**config.mk**
```make
export PLATFORM = sky130hd
export DESIGN_NAME = mem_port_arbiter
export DESIGN_NICKNAME = d
export VERILOG_FILES = /design/src/rtl/mem_port_arbiter.sv
export SDC_FILE = /design/constraint.sdc
export NUM_CORES = 1
export LEC_CHECK = 0
export CAP_MARGIN = 20
export CORE_ASPECT_RATIO = 1.5
export CORE_MARGIN = 3
export CORE_UTILIZATION = 35
export DETAILED_ROUTE_END_ITERATION = 12
export GPL_ROUTABILITY_DRIVEN = 0
export PLACE_DENSITY = 0.76
export SYNTH_ARGS = -nofsm -noshare
export SYNTH_HDL_FRONTEND = slang
export SYNTH_SLANG_ARGS = --single-unit
```
**constraint.sdc**
```tcl
create_clock -name clk -period 3.9 [get_ports clk]
set_input_delay 1.17 -clock clk [delete_from_list [all_inputs] [get_ports clk]]
set_output_delay 1.17 -clock clk [all_outputs]
set_load 0.01 [all_outputs]
```
**src/rtl/mem_port_arbiter.sv**
```systemverilog
// Round-robin arbiter for the shared memory port: CPU (req0) and loader (req1).
// Rejects out-of-range addresses and CPU writes into the instruction region.
module mem_port_arbiter #(
  parameter int ADDR_W      = 16,
  parameter int DATA_W      = 16,
  parameter int MEM_SIZE    = 130,
  parameter int INSTR_WORDS = 100
) (
  input  logic              clk,
  input  logic              reset,
  input  logic              req0,
  input  logic              req1,
  input  logic              we0,
  input  logic              we1,
  input  logic [ADDR_W-1:0] addr0,
  input  logic [ADDR_W-1:0] addr1,
  input  logic [DATA_W-1:0] wdata0,
  input  logic [DATA_W-1:0] wdata1,
  output logic              gnt0,
  output logic              gnt1,
  output logic              done0,
  output logic              done1,
  output logic              err0,
  output logic              err1,
  output logic [DATA_W-1:0] rdata0,
  output logic [DATA_W-1:0] rdata1,
  output logic              mem_read,
  output logic              mem_write,
  output logic [ADDR_W-1:0] mem_addr,
  output logic [DATA_W-1:0] mem_wdata,
  input  logic [DATA_W-1:0] mem_rdata,
  output logic              busy
);

  localparam logic [ADDR_W-1:0] LP_MEM = ADDR_W'(MEM_SIZE);
  localparam logic [ADDR_W-1:0] LP_INS = ADDR_W'(INSTR_WORDS);

  typedef enum logic {S_IDLE, S_ACC} state_t;

  state_t            r_state;
  logic              r_last;
  logic              r_id;
  logic              r_err;
  logic              r_gnt0, r_gnt1;
  logic              r_done0, r_done1;
  logic              r_err0, r_err1;
  logic [DATA_W-1:0] r_rdata0, r_rdata1;
  logic              r_mem_read, r_mem_write;
  logic [ADDR_W-1:0] r_mem_addr;
  logic [DATA_W-1:0] r_mem_wdata;
  logic              r_busy;

  logic              w_pick1;
  logic              w_we;
  logic [ADDR_W-1:0] w_addr;
  logic [DATA_W-1:0] w_wdata;
  logic              w_err;

  // On a tie the requester that did not win last time goes first
  always_comb begin
    w_pick1 = req1 & (~req0 | ~r_last);
    w_we    = w_pick1 ? we1 : we0;
    w_addr  = w_pick1 ? addr1 : addr0;
    w_wdata = w_pick1 ? wdata1 : wdata0;
    w_err   = (w_addr >= LP_MEM) |
              (~w_pick1 & w_we & (w_addr < LP_INS));
  end

  always_ff @(posedge clk or posedge reset) begin
    if (reset) begin
      r_state     <= S_IDLE;
      r_last      <= 1'b1;
      r_id        <= 1'b0;
      r_err       <= 1'b0;
      r_gnt0      <= 1'b0;
      r_gnt1      <= 1'b0;
      r_done0     <= 1'b0;
      r_done1     <= 1'b0;
      r_err0      <= 1'b0;
      r_err1      <= 1'b0;
      r_rdata0    <= '0;
      r_rdata1    <= '0;
      r_mem_read  <= 1'b0;
      r_mem_write <= 1'b0;
      r_mem_addr  <= '0;
      r_mem_wdata <= '0;
      r_busy      <= 1'b0;
    end else begin
      r_done0 <= 1'b0;
      r_done1 <= 1'b0;
      r_err0  <= 1'b0;
      r_err1  <= 1'b0;
      case (r_state)
        S_IDLE: begin
          if (req0 | req1) begin
            r_state     <= S_ACC;
            r_id        <= w_pick1;
            r_last      <= w_pick1;
            r_err       <= w_err;
            r_gnt0      <= ~w_pick1;
            r_gnt1      <= w_pick1;
            r_busy      <= 1'b1;
            r_mem_read  <= ~w_we & ~w_err;
            r_mem_write <= w_we & ~w_err;
            r_mem_addr  <= w_addr;
            r_mem_wdata <= w_wdata;
          end
        end
        S_ACC: begin
          r_state     <= S_IDLE;
          r_gnt0      <= 1'b0;
          r_gnt1      <= 1'b0;
          r_busy      <= 1'b0;
          r_mem_read  <= 1'b0;
          r_mem_write <= 1'b0;
          r_mem_addr  <= '0;
          r_mem_wdata <= '0;
          if (r_id) begin
            r_done1  <= 1'b1;
            r_err1   <= r_err;
            r_rdata1 <= r_mem_read ? mem_rdata : '0;
          end else begin
            r_done0  <= 1'b1;
            r_err0   <= r_err;
            r_rdata0 <= r_mem_read ? mem_rdata : '0;
          end
        end
        default: r_state <= S_IDLE;
      endcase
    end
  end

  assign gnt0      = r_gnt0;
  assign gnt1      = r_gnt1;
  assign done0     = r_done0;
  assign done1     = r_done1;
  assign err0      = r_err0;
  assign err1      = r_err1;
  assign rdata0    = r_rdata0;
  assign rdata1    = r_rdata1;
  assign mem_read  = r_mem_read;
  assign mem_write = r_mem_write;
  assign mem_addr  = r_mem_addr;
  assign mem_wdata = r_mem_wdata;
  assign busy      = r_busy;

endmodule

```
# Yosys cells after proc, flatten, opt, wreduce, memory -nomap -nowiden
# Index checks and enable logic that the tools add are counted.
# W data, S select, Z words.
[op_classes] reduce_logical=3 n_lt_le_gt_ge=2 n_bitwise=15 n_eq_ne=1 mux=28
[op_table] op="$mux W16" n=5
[op_table] op="$pmux W16 S2" n=2
[op_table] op="$ge A16 B8 Y1 const B" n=1
[op_table] op="$lt A16 B7 Y1 const B" n=1
[op_table] op="$mux W1" n=15
[op_table] op="$pmux W1 S2" n=6
[op_table] op="$not A1 Y1" n=7
[op_table] op="$reduce_and A2 Y1" n=3
[op_table] op="$and A1 B1 Y1" n=5
[op_table] op="$or A1 B1 Y1" n=3
[op_table] op="$ne A2 B2 Y1 const B" n=1
[totals] ff_bits=77 input_bits=86 word_cells=66 output_inout_bits=73

# Depth between registers and ports, before layout
[logic_depth] word_depth=11 mapped_depth=7 depth_no_buf=5

# Worst setup path before layout
# No wires, ideal clock.
[synth_timing] path_type="in2reg" from="input port req0" to="register r_mem_write, in the netlist mem_write" t_arrival_ns=2.367 t_required_ns=3.834 setup_ns=0.066 cell_stages=7 setup_slack_ns=1.467 path_cell_list="buf_6 a21bo_2 clkbuf_4 o32ai_2 o21ai_1 nor4_2 a22o_1"
[synth_via] elab_chain_len=11 word_cells_on_any_way=17 cone_classes="2 x order compare; 1 x eq/ne; 4 x mux; 10 x bitwise"
[synth_rtl] item="start, declared" line_no="11" text="input logic req0,"
[synth_rtl] item="$not A1 Y1" line_no="61" text="w_pick1 = req1 & (~req0 | ~r_last);"
[synth_rtl] item="$or A1 B1 Y1" line_no="61"
[synth_rtl] item="$and A1 B1 Y1" line_no="61"
[synth_rtl] item="$mux W16 (tied with other cells)" line_no="63" text="w_addr = w_pick1 ? addr1 : addr0;"
[synth_rtl] item="$lt A16 B7 Y1 / $and A1 B1 Y1 (equally long branches)" line_no="66" text="(~w_pick1 & w_we & (w_addr < LP_INS));"
[synth_rtl] item="$and A1 B1 Y1" line_no="66"
[synth_rtl] item="$or A1 B1 Y1" line_no="65" text="w_err = (w_addr >= LP_MEM) |"
[synth_rtl] item="$not A1 Y1" line_no="104" text="r_mem_write <= w_we & ~w_err;"
[synth_rtl] item="$and A1 B1 Y1" line_no="104"
[synth_rtl] item="$mux W1" line_no="95" text="if (req0 | req1) begin"
[synth_rtl] item="$pmux W1 S2" line_no="93" text="case (r_state)"
[synth_rtl] item="end signal, assigned" line_no="104"
[synth_rtl] item="end, declared" line_no="48" text="logic r_mem_read, r_mem_write;"
# Parallel ways exist; a longest one is shown, timed or not. The select of a mux whose other input is x is not followed.
# A chain may end at the register's enable or synchronous reset.

# Worst setup path after layout
[layout_timing] from="register r_mem_read, in the netlist mem_read" to="output port mem_read"
[layout_lines] item="start, declared" line_no="48"
[layout_lines] item="start signal, assigned" line_no="103" text="r_mem_read <= ~w_we & ~w_err;"
[layout_lines] item="end, declared" line_no="27" text="output logic mem_read,"
# No word-level cell between the ends.

==> flow_summary.toml <==
[status]
status = "completed"

[floorplanning]
initial_core_util_pct = 36.5
row_count = 42
die_width_um = 85.1
pin_count = 159
die_area_mm2 = 0.0106
core_mm2 = 0.00899
die_height_um = 125

[cts]
cts_buffers = 9
clk_latency_ps = 330
cts_tree = "yes"
root_buffer = "clkbuf_16"
cts.clk_slew.worst_paths_ps = 60
cts_resized = 0
hold_buffers = 0
htree_levels = 3
cts_setup_buffers = 0
clock_sinks = 77
cts.path.max_buffers = 2

[yosys]
synth_seq_cells = 77
ys_seq_area_share_pct = 58.7
synth_nets = 411
syn-instance-count = 325
synth_top_area_share_pct = 57.9
synth_top_area_cell = "dfrtp_1"
synth_area_mm2 = 0.00328
netlist_top_cells_area = "dfrtp_1 (58%), o21ai_0 (10%), nand2_1 (10%), mux2i_1 (9.5%), clkbuf_1 (1.7%)"
yosysWarningCount = 0
ys_types = 33
syn_avg_cell_area_um2 = 10.1

[sta]
min_period_over_period_pct = 74.8
report.final.slew_viol_count = 0
setup-violations-final = 0
relSlewSlack_pct = 33.1
fin_skew_ps = 10.7
tightest_slew_ps = 1000
period_needed_ps = 2920
rsz0062_at_grt = "false"
timing.fmax_mhz = 343
finalHoldViolations = 0
setup-tns-final_ps = 0

[grt]
antenna_found_initial = 0
grt_pass1_wl_mm = 15.1
grt_overflow = 0
grt_pass1_vias = 3096
grtUsageTotal_pct = 18.2
grt_max_degree = 35

[worst_setup_path]
cp.required_ps = 2730
crit_fanout = 18
crit_path_start_kind = "flip-flop"
rrSetupSlack_ps = 2010
crit_path_top_delay_cell = "dfrtp_1"
worst-setup-path-type = "reg -> out"
worst_path_dominant_cell_family = "flip-flops"
crit_arrival_ps = 1750
slowest_delay_ps = 760
crit_chain = "clkdlybuf4s50_1"
crit_buf_inv = 1
cp-end-kind = "output pin"

[drt]
drtIter0Drc = 58
antenna_left = 0
wl_mm = 9.47
num_vias = 2928
drt_first_pass_iters = 4
wire_per_inst_um = 15.9
viasPerCell = 4.93
drc_errors = 0

[power_and_ir_drop]
total_power_mw = 2.22
p_leak_nw = 2.29
p_per_area_mw_per_mm2 = 420
ir_drop_uv = 343

[final_layout]
nets = 565
fin_util_pct = 58.8
drive_gt1_share_pct = 6.61
multi_input_area_mm2 = 0.00124
regArea_mm2 = 0.00193
nFillCells = 749
num_antenna_cells = 0
area_delta_synth_final_pct = 60.9

[run]
cap_violations = 0

[place]
io_buffer_count = 158
post-dp-hpwl_mm = 7.42

[hold_path]
worst_hold_path_type = "reg -> reg"
final timing paths:
check / startpoint / endpoint / cells after the start
max in group asynchronous: reset / rdata0[8] / 3
min reg2reg: rdata0[10] / rdata0[10] / 2
max: mem_read / mem_read / 1
min: rdata0[10] / rdata0[10] / 2
min in group asynchronous: reset / mem_wdata[0] / 2
max reg2reg: r_state / mem_write / 5
area by class of cell:
class / instances / share of cell area [%]
tap: 110 / 2.60
inverter: 7 / 0.521
clock buffer: 12 / 4.85
clock inverter: 4 / 1.33
multi-input combinational: 220 / 23.4
timing repair buffer: 164 / 30.8
sequential: 77 / 36.5
per-layer routing:
metal	wire (um)	global-route usage, %	up-vias
met1	3450	18.9	1352
met3	1120	8.47	13
met4	155	7.27	0
met2	4750	31.2	151
met5	0	0	-
li1	-	-	1412
power by group:
part / internal (mW) / leakage (nW) / total, mW / switching [mW]
logic: 0.226 / 1.10 / 0.420 / 0.194
clock network: 0.593 / 0.163 / 0.897 / 0.304
registers: 0.862 / 1.02 / 0.903 / 0.0406
total: 1.68 / 2.29 / 2.22 / 0.539
synth_stat cells:
| library cell | instances |
|---|---|
| and2b_1 | 1 |
| nand3_1 | 1 |
| or3_1 | 1 |
| o21ai_0 | 67 |
| o32ai_2 | 1 |
| a21o_1 | 1 |
| nor3_1 | 3 |
| nor4_1 | 2 |
| dfrtp_1 | 76 |
| or2b_1 | 1 |
| o41ai_1 | 1 |
| a21oi_1 | 3 |
| nor2_1 | 3 |
| nor4_2 | 1 |
| o21ai_1 | 2 |
| mux2i_1 | 31 |
| nor3_2 | 3 |
| o22ai_1 | 1 |
| buf_6 | 2 |
| nand2_1 | 88 |
| or4_4 | 2 |
| and4b_1 | 1 |
| clkbuf_1 | 15 |
| a21boi_0 | 1 |
| a22o_1 | 1 |
| buf_2 | 3 |
| a21boi_1 | 1 |
| dfstp_2 | 1 |
| or4_1 | 1 |
| inv_1 | 7 |
| clkbuf_4 | 1 |
| a21bo_2 | 1 |
| a31oi_1 | 1 |
worst reg2reg max path, delay by kind of cell, from the launching register on:
kind            cells  cell delay [ps]
compound gates      2              290
flops               1              510
simple gates        3             1030
placed cells by master (no fill, tap or decap), types with 3 or more instances in the layout:
master | synthesis | layout
nand2_1 | 88 | 88
nor3_1 | 3 | 3
clkinv_2 | 0 | 3
buf_4 | 0 | 6
o21ai_0 | 67 | 67
a21oi_1 | 3 | 3
inv_1 | 7 | 6
mux2i_1 | 31 | 31
clkdlybuf4s50_1 | 0 | 158
nor2_1 | 3 | 3
clkbuf_16 | 0 | 9
dfrtp_1 | 76 | 76
through the flow:
step           setup slack (ps)  cell area (um2)  std cells  hold WS (ps)
3_5_place_dp                740             4960        578           469
6_report                    981             5280        594           473
3_3_place_gp                852             4960        578           461
5_1_grt                     860             5280        594           503
4_1_cts                     902             5280        594           481
2_1_floorplan               765             3280        325           466
sequential cells by signal, indices dropped and copies added (netlist names):
name / cells
done1: 1
err0: 1
r_state: 1
r_id: 1
err1: 1
rdata0: 16
mem_addr: 16
done0: 1
gnt1: 1
r_err: 1
mem_wdata: 16
rdata1: 16
busy: 1
mem_read: 1
r_last: 1
mem_write: 1
gnt0: 1
logic make-up after synthesis:
logic type	synth area share, %
AND/OR/NAND/NOR	14.6
multiplexers	9.45
flip-flops	58.7
AO/OA/AOI/OAI	13.4
buffers and inverters	3.89
Power figures use the tool's default switching activity.
